--- src/rtl/config_pkg.sv ---
// Shared types for the configuration message bus: default field widths,
// the {addr, flag, payload} message layout and the initiator state encoding.
package config_pkg;

  localparam int CFG_ADDR_SIZE    = 4;
  localparam int CFG_PAYLOAD_SIZE = 8;

  // flag is the write bit on requests and the success bit on echoes
  typedef struct packed {
    logic [CFG_ADDR_SIZE-1:0]    addr;
    logic                        flag;
    logic [CFG_PAYLOAD_SIZE-1:0] payload;
  } cfg_msg_t;

  typedef enum logic [1:0] {
    IDLE   = 2'd0,
    ISSUE  = 2'd1,
    WAIT   = 2'd2,
    REPORT = 2'd3
  } cfg_init_state_e;

endpackage

--- src/rtl/config_initiator_if.sv ---
// Command, bus message and status signals of the configuration initiator.
// The master modport is the initiator's view; slave is the driver/responder side.
interface config_initiator_if
  import config_pkg::*;
#(
  parameter int ADDR_SIZE    = CFG_ADDR_SIZE,
  parameter int PAYLOAD_SIZE = CFG_PAYLOAD_SIZE,
  parameter int MAX_RETRY    = 3
);

  localparam int MSG_W = ADDR_SIZE + PAYLOAD_SIZE + 1;
  localparam int TRY_W = $clog2(MAX_RETRY + 2);

  logic                    cmd_val;
  logic                    cmd_rdy;
  logic [ADDR_SIZE-1:0]    cmd_addr;
  logic [PAYLOAD_SIZE-1:0] cmd_payload;
  logic [MSG_W-1:0]        req_msg;
  logic [MSG_W-1:0]        resp_msg;
  logic                    status_val;
  logic                    status_rdy;
  logic                    status_ok;
  logic [ADDR_SIZE-1:0]    status_addr;
  logic [TRY_W-1:0]        status_tries;
  logic                    busy;

  modport master (
    input  cmd_val, cmd_addr, cmd_payload, resp_msg, status_rdy,
    output cmd_rdy, req_msg, status_val, status_ok, status_addr, status_tries, busy
  );

  modport slave (
    output cmd_val, cmd_addr, cmd_payload, resp_msg, status_rdy,
    input  cmd_rdy, req_msg, status_val, status_ok, status_addr, status_tries, busy
  );

endinterface

--- src/rtl/config_timeout_ctr.sv ---
// WAIT-phase timer: clr reloads, en counts down; done flags the enabled cycle
// in which the TIMEOUT-th WAIT cycle completes.
module config_timeout_ctr #(
  parameter int TIMEOUT = 8
) (
  input  logic clk,
  input  logic reset,
  input  logic clr,
  input  logic en,
  output logic done
);

  localparam int            CW   = (TIMEOUT > 2) ? $clog2(TIMEOUT) : 1;
  localparam logic [CW-1:0] LOAD = CW'(TIMEOUT - 1);

  logic [CW-1:0] cnt;

  always_ff @(posedge clk or posedge reset) begin
    if (reset) begin
      cnt <= LOAD;
    end else if (clr) begin
      cnt <= LOAD;
    end else if (en && (cnt != '0)) begin
      cnt <= cnt - CW'(1);
    end
  end

  assign done = en && (cnt == '0);

endmodule

--- src/rtl/config_initiator.sv ---
// Master-side driver for the configuration register message bus.
// Optional CONFIG_INIT_PAYLOAD_CHECK_EN: an echo must also return the written payload.
//
// state  | meaning
// IDLE   | ready for a command (cmd_rdy=1)
// ISSUE  | write message on req_msg for exactly one cycle
// WAIT   | watching resp_msg for a matching echo, timing out after TIMEOUT cycles
// REPORT | status_val held with stable fields until status_rdy
module config_initiator
  import config_pkg::*;
#(
  parameter int ADDR_SIZE    = CFG_ADDR_SIZE,
  parameter int PAYLOAD_SIZE = CFG_PAYLOAD_SIZE,
  parameter int TIMEOUT      = 8,
  parameter int MAX_RETRY    = 3
) (
  input logic                clk,
  input logic                reset,
  config_initiator_if.master bus
);

  localparam int MSG_W = ADDR_SIZE + PAYLOAD_SIZE + 1;
  localparam int TRY_W = $clog2(MAX_RETRY + 2);

`ifdef CONFIG_INIT_PAYLOAD_CHECK_EN
  localparam bit PAYLOAD_CHECK = 1'b1;
`else
  localparam bit PAYLOAD_CHECK = 1'b0;
`endif

  typedef struct packed {
    logic [ADDR_SIZE-1:0]    addr;
    logic                    flag;
    logic [PAYLOAD_SIZE-1:0] payload;
  } msg_t;

  cfg_init_state_e         state;
  logic [ADDR_SIZE-1:0]    lat_addr;
  logic [PAYLOAD_SIZE-1:0] lat_payload;
  logic [TRY_W-1:0]        tries;
  msg_t                    resp;
  logic                    match;
  logic                    tmr_clr;
  logic                    tmr_en;
  logic                    tmr_done;

  assign resp = msg_t'(bus.resp_msg);

  // an all-zero echo can never match because its success bit is clear
  assign match = resp.flag && (resp.addr == lat_addr) &&
                 (!PAYLOAD_CHECK || (resp.payload == lat_payload));

  assign tmr_clr = (state == ISSUE);
  assign tmr_en  = (state == WAIT);

  config_timeout_ctr #(
    .TIMEOUT (TIMEOUT)
  ) u_timeout (
    .clk   (clk),
    .reset (reset),
    .clr   (tmr_clr),
    .en    (tmr_en),
    .done  (tmr_done)
  );

  always_ff @(posedge clk or posedge reset) begin
    if (reset) begin
      state            <= IDLE;
      lat_addr         <= '0;
      lat_payload      <= '0;
      tries            <= '0;
      bus.cmd_rdy      <= 1'b1;
      bus.req_msg      <= '0;
      bus.status_val   <= 1'b0;
      bus.status_ok    <= 1'b0;
      bus.status_addr  <= '0;
      bus.status_tries <= '0;
      bus.busy         <= 1'b0;
    end else begin
      case (state)
        IDLE: begin
          if (bus.cmd_val) begin
            lat_addr    <= bus.cmd_addr;
            lat_payload <= bus.cmd_payload;
            tries       <= '0;
            bus.req_msg <= MSG_W'({bus.cmd_addr, 1'b1, bus.cmd_payload});
            bus.cmd_rdy <= 1'b0;
            bus.busy    <= 1'b1;
            state       <= ISSUE;
          end
        end

        ISSUE: begin
          bus.req_msg <= '0;
          tries       <= tries + TRY_W'(1);
          state       <= WAIT;
        end

        WAIT: begin
          // a match on the timeout cycle still wins over the retry
          if (match) begin
            bus.status_val   <= 1'b1;
            bus.status_ok    <= 1'b1;
            bus.status_addr  <= lat_addr;
            bus.status_tries <= tries;
            state            <= REPORT;
          end else if (tmr_done) begin
            if (tries <= TRY_W'(MAX_RETRY)) begin
              bus.req_msg <= MSG_W'({lat_addr, 1'b1, lat_payload});
              state       <= ISSUE;
            end else begin
              bus.status_val   <= 1'b1;
              bus.status_ok    <= 1'b0;
              bus.status_addr  <= lat_addr;
              bus.status_tries <= tries;
              state            <= REPORT;
            end
          end
        end

        REPORT: begin
          if (bus.status_rdy) begin
            bus.status_val <= 1'b0;
            bus.cmd_rdy    <= 1'b1;
            bus.busy       <= 1'b0;
            state          <= IDLE;
          end
        end

        default: begin
          state <= IDLE;
        end
      endcase
    end
  end

endmodule
--- src/flat_wrapper.sv ---
// flat-port wrapper written by rule: the top's interface ports become plain ports
module config_initiator_flat import config_pkg::*;
#(
  parameter int ADDR_SIZE    = CFG_ADDR_SIZE,
  parameter int PAYLOAD_SIZE = CFG_PAYLOAD_SIZE,
  parameter int TIMEOUT      = 8,
  parameter int MAX_RETRY    = 3
)
  (clk, reset, bus_cmd_val, bus_cmd_addr, bus_cmd_payload, bus_resp_msg, bus_status_rdy, bus_cmd_rdy, bus_req_msg, bus_status_val, bus_status_ok, bus_status_addr, bus_status_tries, bus_busy);
  config_initiator_if #(.ADDR_SIZE(ADDR_SIZE), .PAYLOAD_SIZE(PAYLOAD_SIZE), .MAX_RETRY(MAX_RETRY)) bus_i ();
  input logic clk;
  input logic reset;
  input wire logic [$bits(bus_i.cmd_val)-1:0] bus_cmd_val;
  input wire logic [$bits(bus_i.cmd_addr)-1:0] bus_cmd_addr;
  input wire logic [$bits(bus_i.cmd_payload)-1:0] bus_cmd_payload;
  input wire logic [$bits(bus_i.resp_msg)-1:0] bus_resp_msg;
  input wire logic [$bits(bus_i.status_rdy)-1:0] bus_status_rdy;
  output wire logic [$bits(bus_i.cmd_rdy)-1:0] bus_cmd_rdy;
  output wire logic [$bits(bus_i.req_msg)-1:0] bus_req_msg;
  output wire logic [$bits(bus_i.status_val)-1:0] bus_status_val;
  output wire logic [$bits(bus_i.status_ok)-1:0] bus_status_ok;
  output wire logic [$bits(bus_i.status_addr)-1:0] bus_status_addr;
  output wire logic [$bits(bus_i.status_tries)-1:0] bus_status_tries;
  output wire logic [$bits(bus_i.busy)-1:0] bus_busy;
  assign bus_i.cmd_val = bus_cmd_val;
  assign bus_i.cmd_addr = bus_cmd_addr;
  assign bus_i.cmd_payload = bus_cmd_payload;
  assign bus_i.resp_msg = bus_resp_msg;
  assign bus_i.status_rdy = bus_status_rdy;
  assign bus_cmd_rdy = bus_i.cmd_rdy;
  assign bus_req_msg = bus_i.req_msg;
  assign bus_status_val = bus_i.status_val;
  assign bus_status_ok = bus_i.status_ok;
  assign bus_status_addr = bus_i.status_addr;
  assign bus_status_tries = bus_i.status_tries;
  assign bus_busy = bus_i.busy;
  config_initiator #(.ADDR_SIZE(ADDR_SIZE), .PAYLOAD_SIZE(PAYLOAD_SIZE), .TIMEOUT(TIMEOUT), .MAX_RETRY(MAX_RETRY)) u_core (.clk(clk), .reset(reset), .bus(bus_i));
endmodule
--- config.mk ---
export PLATFORM = sky130hd
export DESIGN_NAME = config_initiator_flat
export DESIGN_NICKNAME = d
export VERILOG_FILES = /design/src/rtl/config_pkg.sv /design/src/rtl/config_initiator_if.sv /design/src/rtl/config_timeout_ctr.sv /design/src/rtl/config_initiator.sv /design/src/flat_wrapper.sv
export SDC_FILE = /design/constraint.sdc
export NUM_CORES = 1
export LEC_CHECK = 0
export ABC_AREA = 1
export BUFFER_PORTS_ARGS = -buffer_cell sky130_fd_sc_hd__buf_2
export CORE_MARGIN = 2
export CORE_UTILIZATION = 39
export DETAILED_ROUTE_END_ITERATION = 8
export REMOVE_ABC_BUFFERS = 1
export SYNTH_ARGS = -nofsm -noshare
export SYNTH_HDL_FRONTEND = slang
export SYNTH_SLANG_ARGS = --single-unit
--- constraint.sdc ---
create_clock -name clk -period 3.9 [get_ports clk]
set_input_delay 0.585 -clock clk [delete_from_list [all_inputs] [get_ports clk]]
set_output_delay 0.585 -clock clk [all_outputs]
set_load 0.02 [all_outputs]
Yosys cells after proc, flatten, opt, wreduce, memory -nomap -nowiden:

Cells that the tools add are included.

* $add $sub $neg: 2
* magnitude comparators: 1
* eq/ne operators: 12
* muxes and demuxes: 34
* reductions and logical operators: 19

Operator list (number)
* two-way mux 13 bit: 4
* case mux 13 bit (3 select lines): 1
* two-way mux 3 bit: 6
* two-way mux 4 bit: 3
* two-way mux 1 bit: 10
* two-way mux 2 bit: 5
* nonzero test 2 bit: 5
* AND reduction 3 bit: 3
* case mux 2 bit (4 select lines): 1
* != test 2 x 1 -> 1 bit (second input constant): 3
* != test 2 bit (second input constant): 3
* case mux 1 bit (2 select lines): 3
* case mux 3 bit (2 select lines): 1
* nonzero test 3 bit: 2
* AND reduction 5 bit: 1
* == test 2 bit (second input constant): 2
* == test 4 bit: 1
* AND reduction 2 bit: 2
* AND reduction 4 bit: 1
* adder 3 x 1 -> 3 bit (second input constant): 1
* less-or-equal comparator 3 x 2 -> 1 bit (second input constant): 1
* logical AND 1 bit: 3
* logical NOT 3 bit: 1
* != test 3 x 1 -> 1 bit (second input constant): 1
* 4 further kinds: 4

* bits in registers: 44
* input port bits: 29
* word-level logic and storage cells: 80

Longest topological paths before layout:

Gate-level depths: netlist of run 1.

* word-level depth: 5
* gate-level depth with buffers: 11

Hierarchy:

From an unflattened synthesis of run 1, not the netlist that was laid out.

* cell total of the unflattened synthesis: 278
* area, all modules: 2387.3 sq um

By module, submodules not included
* config_initiator: times used 1, cells an instance 249, area an instance 2160.8 sq um, seq. area each 1027.2 sq um
* config_timeout_ctr: times used 1, cells an instance 29, area an instance 226.5 sq um, seq. area each 78.8 sq um

Worst setup path before layout of run 1:

No wires, ideal clock.

* path type: reg2reg
* start point: register u_core.u_timeout.cnt[0]
* end point: register u_core.bus.req_msg[11]
* arrival time: 1594 ps
* required time: 3783 ps
* setup slack: 2188 ps
* cell stages (with the launch flop): 9
* cell sequence: dfstp_2 > inv_1 > ha_1 > ha_1 > nor2_2 > nor3_4 > buf_2 > nand3_1 > nand2_1

* longest elaborated chain between the ends: 4

RTL lines
* from (decl): line config_timeout_ctr.sv:16 `logic [CW-1:0] cnt;`
* from (signal assigned): line config_timeout_ctr.sv:24 `cnt <= cnt - CW'(1);`
* logical NOT 3 bit: line config_timeout_ctr.sv:28 `assign done = en && (cnt == '0);`
* logical AND 1 bit: line config_timeout_ctr.sv:28
* != test 2 x 1 -> 1 bit (no line)
* AND reduction 5 bit (no line)
* to (signal assigned): line config_initiator.sv:86 `bus.req_msg <= MSG_W'({bus.cmd_addr, 1'b1, bus.cmd_payload});`
* to (signal assigned): line config_initiator.sv:109 `bus.req_msg <= MSG_W'({lat_addr, 1'b1, lat_payload});`
* to (decl): line config_initiator_if.sv:29 `output cmd_rdy, req_msg, status_val, status_ok, status_addr, status_tries, busy`

Every way passes these cells.
A chain may end at the register's enable or synchronous reset.

Worst setup path in the final report of run 1:

* start point: register u_core.state[0]
* end point: register u_core.bus.req_msg[2]

* longest elaborated chain between the ends: 4
* elaborated cells between the ends (all ways): 11
* those cells by class: eq/ne: 6; mux: 1; reduce/logical: 4

RTL lines
* from (decl): line config_initiator.sv:37 `cfg_init_state_e state;`
* from (signal assigned): line config_initiator.sv:68 `state <= IDLE;`
* from (signal assigned): line config_initiator.sv:89 `state <= ISSUE;`
* from (signal assigned): line config_initiator.sv:96 `state <= WAIT;`
* == test 2 bit: line config_initiator.sv:54, config_initiator.sv:80
* logical AND 1 bit: line config_timeout_ctr.sv:28
* != test 2 x 1 -> 1 bit (no line)
* AND reduction 5 bit (no line)

Several ways; a longest one is shown, not always the timed one.

==> results.yml, run 1 <==
grt:
  grtUsageTotal: 0.154
  antenna_found_initial: 0
  grt-ovfl-total: 0
  grt_pass1_vias: 1703
  grt_first_pass_wirelength_mm: 7.69
  grt_max_degree: 45
power:
  pwr-share-clk: 0.136
  cellInternalPower_uw: 1200
  power_density_nw_per_um2: 852
  switching_share: 0.460
  combPwrFrac: 0.503
  power_frac_seq: 0.362
  p_leak_uw: 0.00138
  power.switching_uw: 1020
  peakVddDrop_mv: 0.360
floorplan:
  rows: 27
  ios: 53
  fp.coreArea_um2: 5540
  die_y_um: 79.9
  die_area_um2: 6380
  die_w_um: 79.9
  initial_core_util: 0.405
yosys:
  synthFlopType: "dfrtp_1"
  ys_types: 26
  synth-edff-count: 0
  synth.area.top_cells: "dfrtp_1 45%, nand2_1 11%, nand3_1 6.2%, o21ai_0 6.2%, inv_1 5.7%"
  avgSynthCellArea_um2: 8.34
  synthSimpleGateAreaFrac: 0.250
  synth_top_family_by_area: "simple AND/OR/NAND/NOR gates"
  ys_async_sr_fraction: 1.00
  yosysTopAreaCell: "dfrtp_1"
  synth_warnings: 0
  syn_area_um2: 2240
  synth.ff_latch_count: 44
  yosysTopAreaCellShare: 0.446
  synthXorXnorAreaFrac: 0.00390
  syn_inst: 269
  synthAdderAreaFrac: 0.0557
  yosysSeqAreaShare: 0.493
  muxShareOfSynthArea: 0
  synth_compound_area_frac: 0.109
clock_tree:
  clockRootBuffer: "clkbuf_8"
  h-tree-depth: 2
  postCtsHoldBufs: 0
  cts.reportedPaths.clkPinSlew_ns: 0.09
  clk_path_buf_depth: 2
  cts_tree: "yes"
  insertion_delay_ns: 0.29
  cts-buffers-inserted: 5
  cts_sinks: 44
  ctsResizeCount: 0
  cts_setup_buffers: 0
drt:
  ant_nets: 0
  vias: 1826
  drt_first_pass_iters: 4
  finalWirelength_mm: 4.50
  route.detailed.drc: 0
  post_drt_wl_per_cell_um: 11.7
  vias_per_cell: 4.74
  dr.first_iter.drc_count: 114
layout:
  fillers: 590
  multi_input_area_um2: 938
  nets: 351
  utilization: 0.470
  register_area_um2: 1110
  n_antenna_cell: 0
  drive_above_1_share: 0.246
  syn_to_final_growth_pct: 15.9
  fin_area_um2: 2600
sta:
  fin_crit_sh: 0.587
  tightest_slew_ns: 0.755
  final.setup.tns_ns: 0
  rsz0062_at_grt: "false"
  timing.fmax_ghz: 0.437
  final-setup-viol-count: 0
  finClkSkew_ns: 0.00717
  fin_crit_ns: 2.29
  hold_ws_ns: 0.412
  max-slew-margin-rel: 0.495
  slew_violations: 0
  hold_viol: 0
worst_hold_path:
  min_path_type: "in -> async"
critical_path:
  critPathArrivalTime_ns: 2.48
  crit_path_max_fanout: 15
  rrSetupSlack_ns: 1.61
  criticalPathCategory: "reg -> reg"
  crit_required_ns: 4.09
  startpoint_type: "register"
  end_kind: "register"
placed_design:
  place_congestion: 0.719
  place.port_buffers: 44
  placed_cell_area_um2: 2500
  dpl.hpwl_mm: 3.18
run_status:
  run_status: "complete, no violations"
flow_run:
  drv_cap: 0
==> Yosys cell counts (2+ instances only) <==
master and n:
nor2_2 3, o21ai_0 28, a21oi_2 3, o22ai_1 4
nand2_2 4, a21oi_1 9, dfstp_2 4, nor2_4 2
nor2_1 15, dfrtp_1 40, ha_1 10, inv_2 4
clkbuf_1 5, inv_1 34, nand2_1 66, nand3_1 28
==> final timing paths <==
kind | startpoint | end | depth (start not counted)
max | u_core.state[0]$_DFFE_PP0P_ | u_core.bus.req_msg[2]$_DFFE_PP0P_ | 8
min | reset | u_core.bus.req_msg[9]$_DFFE_PP0P_ | 3
max reg2reg | u_core.state[0]$_DFFE_PP0P_ | u_core.bus.req_msg[2]$_DFFE_PP0P_ | 8
min reg2reg | u_core.bus.req_msg[0]$_DFFE_PP0P_ | u_core.bus.req_msg[0]$_DFFE_PP0P_ | 2
max in group asynchronous | reset | u_core.u_timeout.cnt[2]$_DFFE_PP1P_ | 3
min in group clk | u_core.bus.req_msg[0]$_DFFE_PP0P_ | u_core.bus.req_msg[0]$_DFFE_PP0P_ | 2
==> metrics by stage <==
stage / total power [uW] / cells / setup slack, ns
4_1_cts: 2250 / 385 / 1.57
6_report: 2220 / 385 / 1.61
3_5_place_dp: 1950 / 377 / 1.59
5_1_grt: 2450 / 385 / 1.39
3_3_place_gp: 1920 / 377 / 1.60
2_1_floorplan: 1630 / 260 / 2.09
==> registers in the layout, summed over array words and instances (netlist names) <==
signal                   count
u_core.bus.busy              1
u_core.bus.cmd_rdy           1
u_core.bus.req_msg          13
u_core.bus.status_addr       4
u_core.bus.status_ok         1
u_core.bus.status_tries      3
u_core.bus.status_val        1
u_core.lat_addr              4
u_core.lat_payload           8
u_core.state                 2
u_core.tries                 3
u_core.u_timeout.cnt         3
==> layout make-up <==
type                    instances  area share
flip-flops and latches         44       0.425
clock buffers                   6      0.0317
multi-input cells             178       0.361
inverters                      38      0.0548
repair buffers                 45      0.0875
well taps                      72      0.0346
clock inverters                 2     0.00577
==> worst max-delay path: stages (launching register included) <==
cell,delay (ns)
dfrtp_1,0.47
inv_1,0.09
ha_1,0.42
inv_2,0.18
nor2_2,0.11
nor3_4,0.51
nand2_4,0.22
nand2_1,0.11
nand2_1,0.05
==> logic make-up after synthesis <==
logic type / Yosys count
and+or+nand+nor: 122
buffers and inverters: 47
AOI/OAI and AO/OA: 45
DFF: 44
adders and majority gates: 10
xor gates and xnor gates: 1
==> routing by layer <==
metal / vias to the layer above / share of wire / routed length [um] / global-route usage
met5: - / 0 / 0 / 0
met4: 0 / 0.012 / 53 / 0.0559
met3: 5 / 0.034 / 153 / 0.0271
met2: 24 / 0.46 / 2080 / 0.245
met1: 847 / 0.49 / 2220 / 0.211
li1: 950 / - / - / -
==> power groups by stage <==
| stage | combinational [uW] | sequential [uW] | clock [uW] |
|---|---|---|---|
| detailed placement | 1140 | 810 | 0 |
| finish | 1110 | 802 | 301 |
| global route | 1280 | 832 | 332 |
| CTS | 1140 | 803 | 310 |
| global placement | 1110 | 805 | 0 |
| floorplan | 713 | 920 | 0 |
==> layout by cell type, fill, tap and decap left out, drive strengths merged <==
master | Yosys | routed
o21a | 1 | 1
nand2 | 71 | 71
dfrtp | 40 | 40
o21ai | 28 | 28
clkinv | 0 | 1
inv | 38 | 37
nand3 | 29 | 29
a21oi | 12 | 12
xnor2 | 1 | 1
dfstp | 4 | 4
buf | 4 | 45
ha | 10 | 10
clkinvlp | 0 | 2
nor3 | 1 | 1
clkbuf | 5 | 6
nor2 | 20 | 20
o22ai | 4 | 4
nand4 | 1 | 1
No activity file was read; power rests on OpenSTA's default activity.
==> run 2: changes to the inputs <==
Clock period 3.9 ns to 2.4 ns, I/O delays scaled along.
==> results.yml, run 2 (same netlist as run 1, synthesis figures left out) <==
grt:
  grt_max_degree: 45
  grtUsageTotal: 0.161
  grt-ovfl-total: 0
  grt_first_pass_wirelength_mm: 8.01
  grt_pass1_vias: 1754
  antenna_found_initial: 0
layout:
  register_area_um2: 1110
  fillers: 562
  syn_to_final_growth_pct: 17.7
  drive_above_1_share: 0.253
  layout.cells.most_common_list: "66 x nand2_1, 44 x buf_2, 40 x dfrtp_1"
  n_antenna_cell: 0
  largest_reg_flops: 13
  nets: 354
  multi_input_area_um2: 938
  reg.largest.list: "u_core.bus.req_msg: 13 flops, u_core.lat_payload: 8 flops"
  largest_register: "u_core.bus.req_msg"
  fin_cells: 388
  utilization: 0.477
  final_common_cell: "nand2_1"
floorplan:
  rows: 27
  die_y_um: 79.9
  die_w_um: 79.9
  die_area_um2: 6380
  fp.coreArea_um2: 5540
  initial_core_util: 0.405
  ios: 53
sta:
  timing.fmax_ghz: 0.467
  fin_crit_ns: 2.14
  final-setup-viol-count: 0
  finClkSkew_ns: 0.0106
  hold_viol: 0
  fin_crit_sh: 0.892
  slew_violations: 0
  max-slew-margin-rel: 0.543
  tightest_slew_ns: 0.683
  rsz0062_at_grt: "false"
  final.setup.tns_ns: 0
run_status:
  run_status: "complete, no violations"
clock_tree:
  insertion_delay_ns: 0.30
  cts.reportedPaths.clkPinSlew_ns: 0.09
  postCtsHoldBufs: 0
  h-tree-depth: 2
  clk_path_buf_depth: 2
  clockRootBuffer: "clkbuf_8"
  ctsResizeCount: 0
  cts_setup_buffers: 0
  cts_sinks: 44
  cts_tree: "yes"
  cts-buffers-inserted: 5
critical_path:
  crit_required_ns: 2.59
  critPathArrivalTime_ns: 2.33
  end_kind: "register"
  crit_path_max_fanout: 14
  startpoint_type: "register"
  criticalPathCategory: "reg -> reg"
drt:
  vias: 1824
  post_drt_wl_per_cell_um: 11.8
  ant_nets: 0
  dr.first_iter.drc_count: 102
  route.detailed.drc: 0
  vias_per_cell: 4.70
  finalWirelength_mm: 4.59
  drt_first_pass_iters: 4
placed_design:
  place_congestion: 0.770
  placed_cells: 380
  dpl.hpwl_mm: 3.27
  place.port_buffers: 44
power:
  power_density_nw_per_um2: 1420
  peakVddDrop_mv: 0.528
  p_leak_uw: 0.00141
flow_run:
  drv_cap: 0
worst_hold_path:
  min_path_type: "in -> async"
## run 2: worst paths after layout
path	start	endpoint	slack (ns)	cells after the start
hold / removal	reset	u_core.bus.req_msg[10]$_DFFE_PP0P_	0.18	3
setup reg to reg	u_core.state[0]$_DFFE_PP0P_	u_core.bus.req_msg[5]$_DFFE_PP0P_	0.26	8
hold reg to reg	u_core.bus.status_ok$_DFFE_PP0P_	u_core.bus.status_ok$_DFFE_PP0P_	0.47	2
setup / recovery	u_core.state[0]$_DFFE_PP0P_	u_core.bus.req_msg[5]$_DFFE_PP0P_	0.26	8
max in group asynchronous	reset	u_core.bus.cmd_rdy$_DFFE_PP1P_	1.83	3
min in group clk	bus_cmd_payload[4]	u_core.lat_payload[4]$_DFFE_PP0P_	0.33	3
## run 2: worst max-delay path, cell delays in order, from the launching register on
cell,delay (ns)
dfrtp_1,0.48
inv_1,0.10
ha_1,0.30
inv_2,0.12
nor2_2,0.09
nor3_4,0.54
nand2_4,0.22
nand2_1,0.12
nand2_1,0.06
## run 2: power breakdown
part	switching [uW]	internal [uW]	total, uW
Combinational	1210	641	1850
Sequential	208	1100	1310
Clock	266	314	580
## run 2: area by class of cell
type                            count  share of cell area
Clock inverter                      3              0.0175
Tap cell                           72              0.0341
Clock buffer                        5              0.0260
Sequential cell                    44               0.419
Multi-Input combinational cell    178               0.355
Inverter                           38              0.0540
Timing Repair Buffer               48              0.0947
## run 2: routing by layer
layer | GRT usage | vias to the layer above | routed length [um]
met5 | 0 | - | 0
li1 | - | 946 | -
met3 | 0.0385 | 5 | 192
met2 | 0.260 | 28 | 2140
met1 | 0.214 | 845 | 2200
met4 | 0.0508 | 0 | 61
## run 2: per-stage QoR
stage	worst slack [ns]	hold slack [ns]	power [uW]	area, um^2
after floorplan	0.587	0.453	2650	2190
after global placement	0.301	0.450	3150	2530
after detailed placement	0.249	0.453	3200	2530
after CTS	0.231	0.198	3800	2640
after global routing	0.0943	0.212	4120	2640
final	0.259	0.180	3740	2640
==> run 3: changes to the inputs <==
Clock period 2.4 ns to 2 ns, I/O delays scaled along.
==> results.yml, run 3 (same netlist as run 1, synthesis figures left out) <==
critical_path:
  criticalPathCategory: "reg -> reg"
  critPathArrivalTime_ns: 2.01
  end_kind: "register"
  rrSetupSlack_ns: 0.22
  crit_path_max_fanout: 12
  startpoint_type: "register"
  crit_required_ns: 2.22
clock_tree:
  clockRootBuffer: "clkbuf_8"
  cts.reportedPaths.clkPinSlew_ns: 0.08
  h-tree-depth: 2
  clk_path_buf_depth: 2
  cts_sinks: 44
  cts-buffers-inserted: 5
  postCtsHoldBufs: 0
  cts_setup_buffers: 0
  insertion_delay_ns: 0.30
  cts_tree: "yes"
layout:
  reg.largest.list: "u_core.bus.req_msg: 13 flops, u_core.lat_payload: 8 flops"
  final_common_cell: "nand2_1"
  layout.cells.most_common_list: "66 x nand2_1, 44 x buf_2, 40 x dfrtp_1"
  drive_above_1_share: 0.268
  nets: 359
  n_antenna_cell: 0
  largest_reg_flops: 13
  largest_register: "u_core.bus.req_msg"
  syn_to_final_growth_pct: 20.0
sta:
  finClkSkew_ns: 0.00430
  final-setup-viol-count: 0
  slew_violations: 0
  fin_crit_sh: 0.892
  rsz0062_at_grt: "false"
  final.setup.tns_ns: 0
  timing.fmax_ghz: 0.561
  hold_viol: 0
  hold_ws_ns: 0.129
  max-slew-margin-rel: 0.633
  fin_crit_ns: 1.78
  tightest_slew_ns: 0.551
floorplan:
  ios: 53
  rows: 27
  die_area_um2: 6380
  initial_core_util: 0.405
  die_w_um: 79.9
  fp.coreArea_um2: 5540
  die_y_um: 79.9
drt:
  finalWirelength_mm: 4.45
  route.detailed.drc: 0
  drt_first_pass_iters: 4
  ant_nets: 0
  dr.first_iter.drc_count: 69
  post_drt_wl_per_cell_um: 11.3
  vias_per_cell: 4.63
  vias: 1819
worst_hold_path:
  min_path_type: "in -> async"
grt:
  grt_pass1_vias: 1724
  grt_first_pass_wirelength_mm: 7.65
  grtUsageTotal: 0.154
  grt_max_degree: 45
  antenna_found_initial: 0
  grt-ovfl-total: 0
run_status:
  run_status: "complete, no violations"
power:
  power_density_nw_per_um2: 1710
  peakVddDrop_mv: 0.646
  p_leak_uw: 0.00144
flow_run:
  drv_cap: 0
placed_design:
  place_congestion: 0.788
  dpl.hpwl_mm: 3.33
  place.port_buffers: 44
[run 3: timing repair]
item | in CTS | in global routing
endpoints found under the setup margin | 0 | 1
gates resized for setup | 0 | 1
hold endpoints to repair | 0 | 0
[run 3: cell type report]
| type | count | area, um^2 |
|---|---|---|
| timing repair buffer | 53 | 288 |
| sequential | 44 | 1110 |
| multi-input combinational | 178 | 941 |
| clock buffer | 7 | 96.3 |
| fill | 568 | 2850 |
| inverter | 38 | 143 |
| clock inverter | 1 | 30.0 |
| tap | 72 | 90.1 |
[run 3: worst max-delay path: stages (launching register included)]
cell	delay (ns)
dfrtp_1	0.43
ha_1	0.22
ha_1	0.19
nor2_1	0.14
nand2_1	0.10
inv_2	0.09
nand2_1	0.11
nand2_2	0.24
nor2_1	0.07
a21oi_1	0.12
[run 3: routing by layer]
layer / vias to the layer above / global-route usage / wire [um]
met1: 834 / 0.197 / 2090
met4: 0 / 0.0559 / 77
li1: 953 / - / -
met3: 6 / 0.0351 / 169
met2: 26 / 0.256 / 2110
met5: - / 0 / 0
[run 3: path summary, 6_finish.rpt]
path,end,from,depth (start not counted)
max,u_core.bus.status_tries[1]$_DFFE_PP0P_,u_core.tries[0]$_DFFE_PP0P_,9
min,u_core.bus.req_msg[10]$_DFFE_PP0P_,reset,3
max reg2reg,u_core.bus.status_tries[1]$_DFFE_PP0P_,u_core.tries[0]$_DFFE_PP0P_,9
min reg2reg,u_core.bus.req_msg[9]$_DFFE_PP0P_,u_core.bus.req_msg[9]$_DFFE_PP0P_,2
max in group asynchronous,u_core.u_timeout.cnt[1]$_DFFE_PP1P_,reset,3
min in group clk,u_core.lat_payload[7]$_DFFE_PP0P_,bus_cmd_payload[7],3
[run 3: per-stage QoR]
stage / utilization / area [um^2] / worst slack [ns] / power, uW / instances
after floorplan: - / 2190 / 0.187 / 3180 / 260
after global placement: 0.463 / 2560 / 0.259 / 3870 / 385
after detailed placement: 0.463 / 2560 / 0.225 / 3910 / 385
after CTS: 0.486 / 2690 / 0.198 / 4670 / 393
after global routing: 0.486 / 2690 / 0.00506 / 5060 / 393
final: 0.486 / 2690 / 0.217 / 4610 / 393
[run 3: power breakdown]
part	total, uW	internal (uW)	switching (uW)
registers	1560	1320	240
clock network	742	441	302
logic	2310	853	1450
total	4610	2610	1990
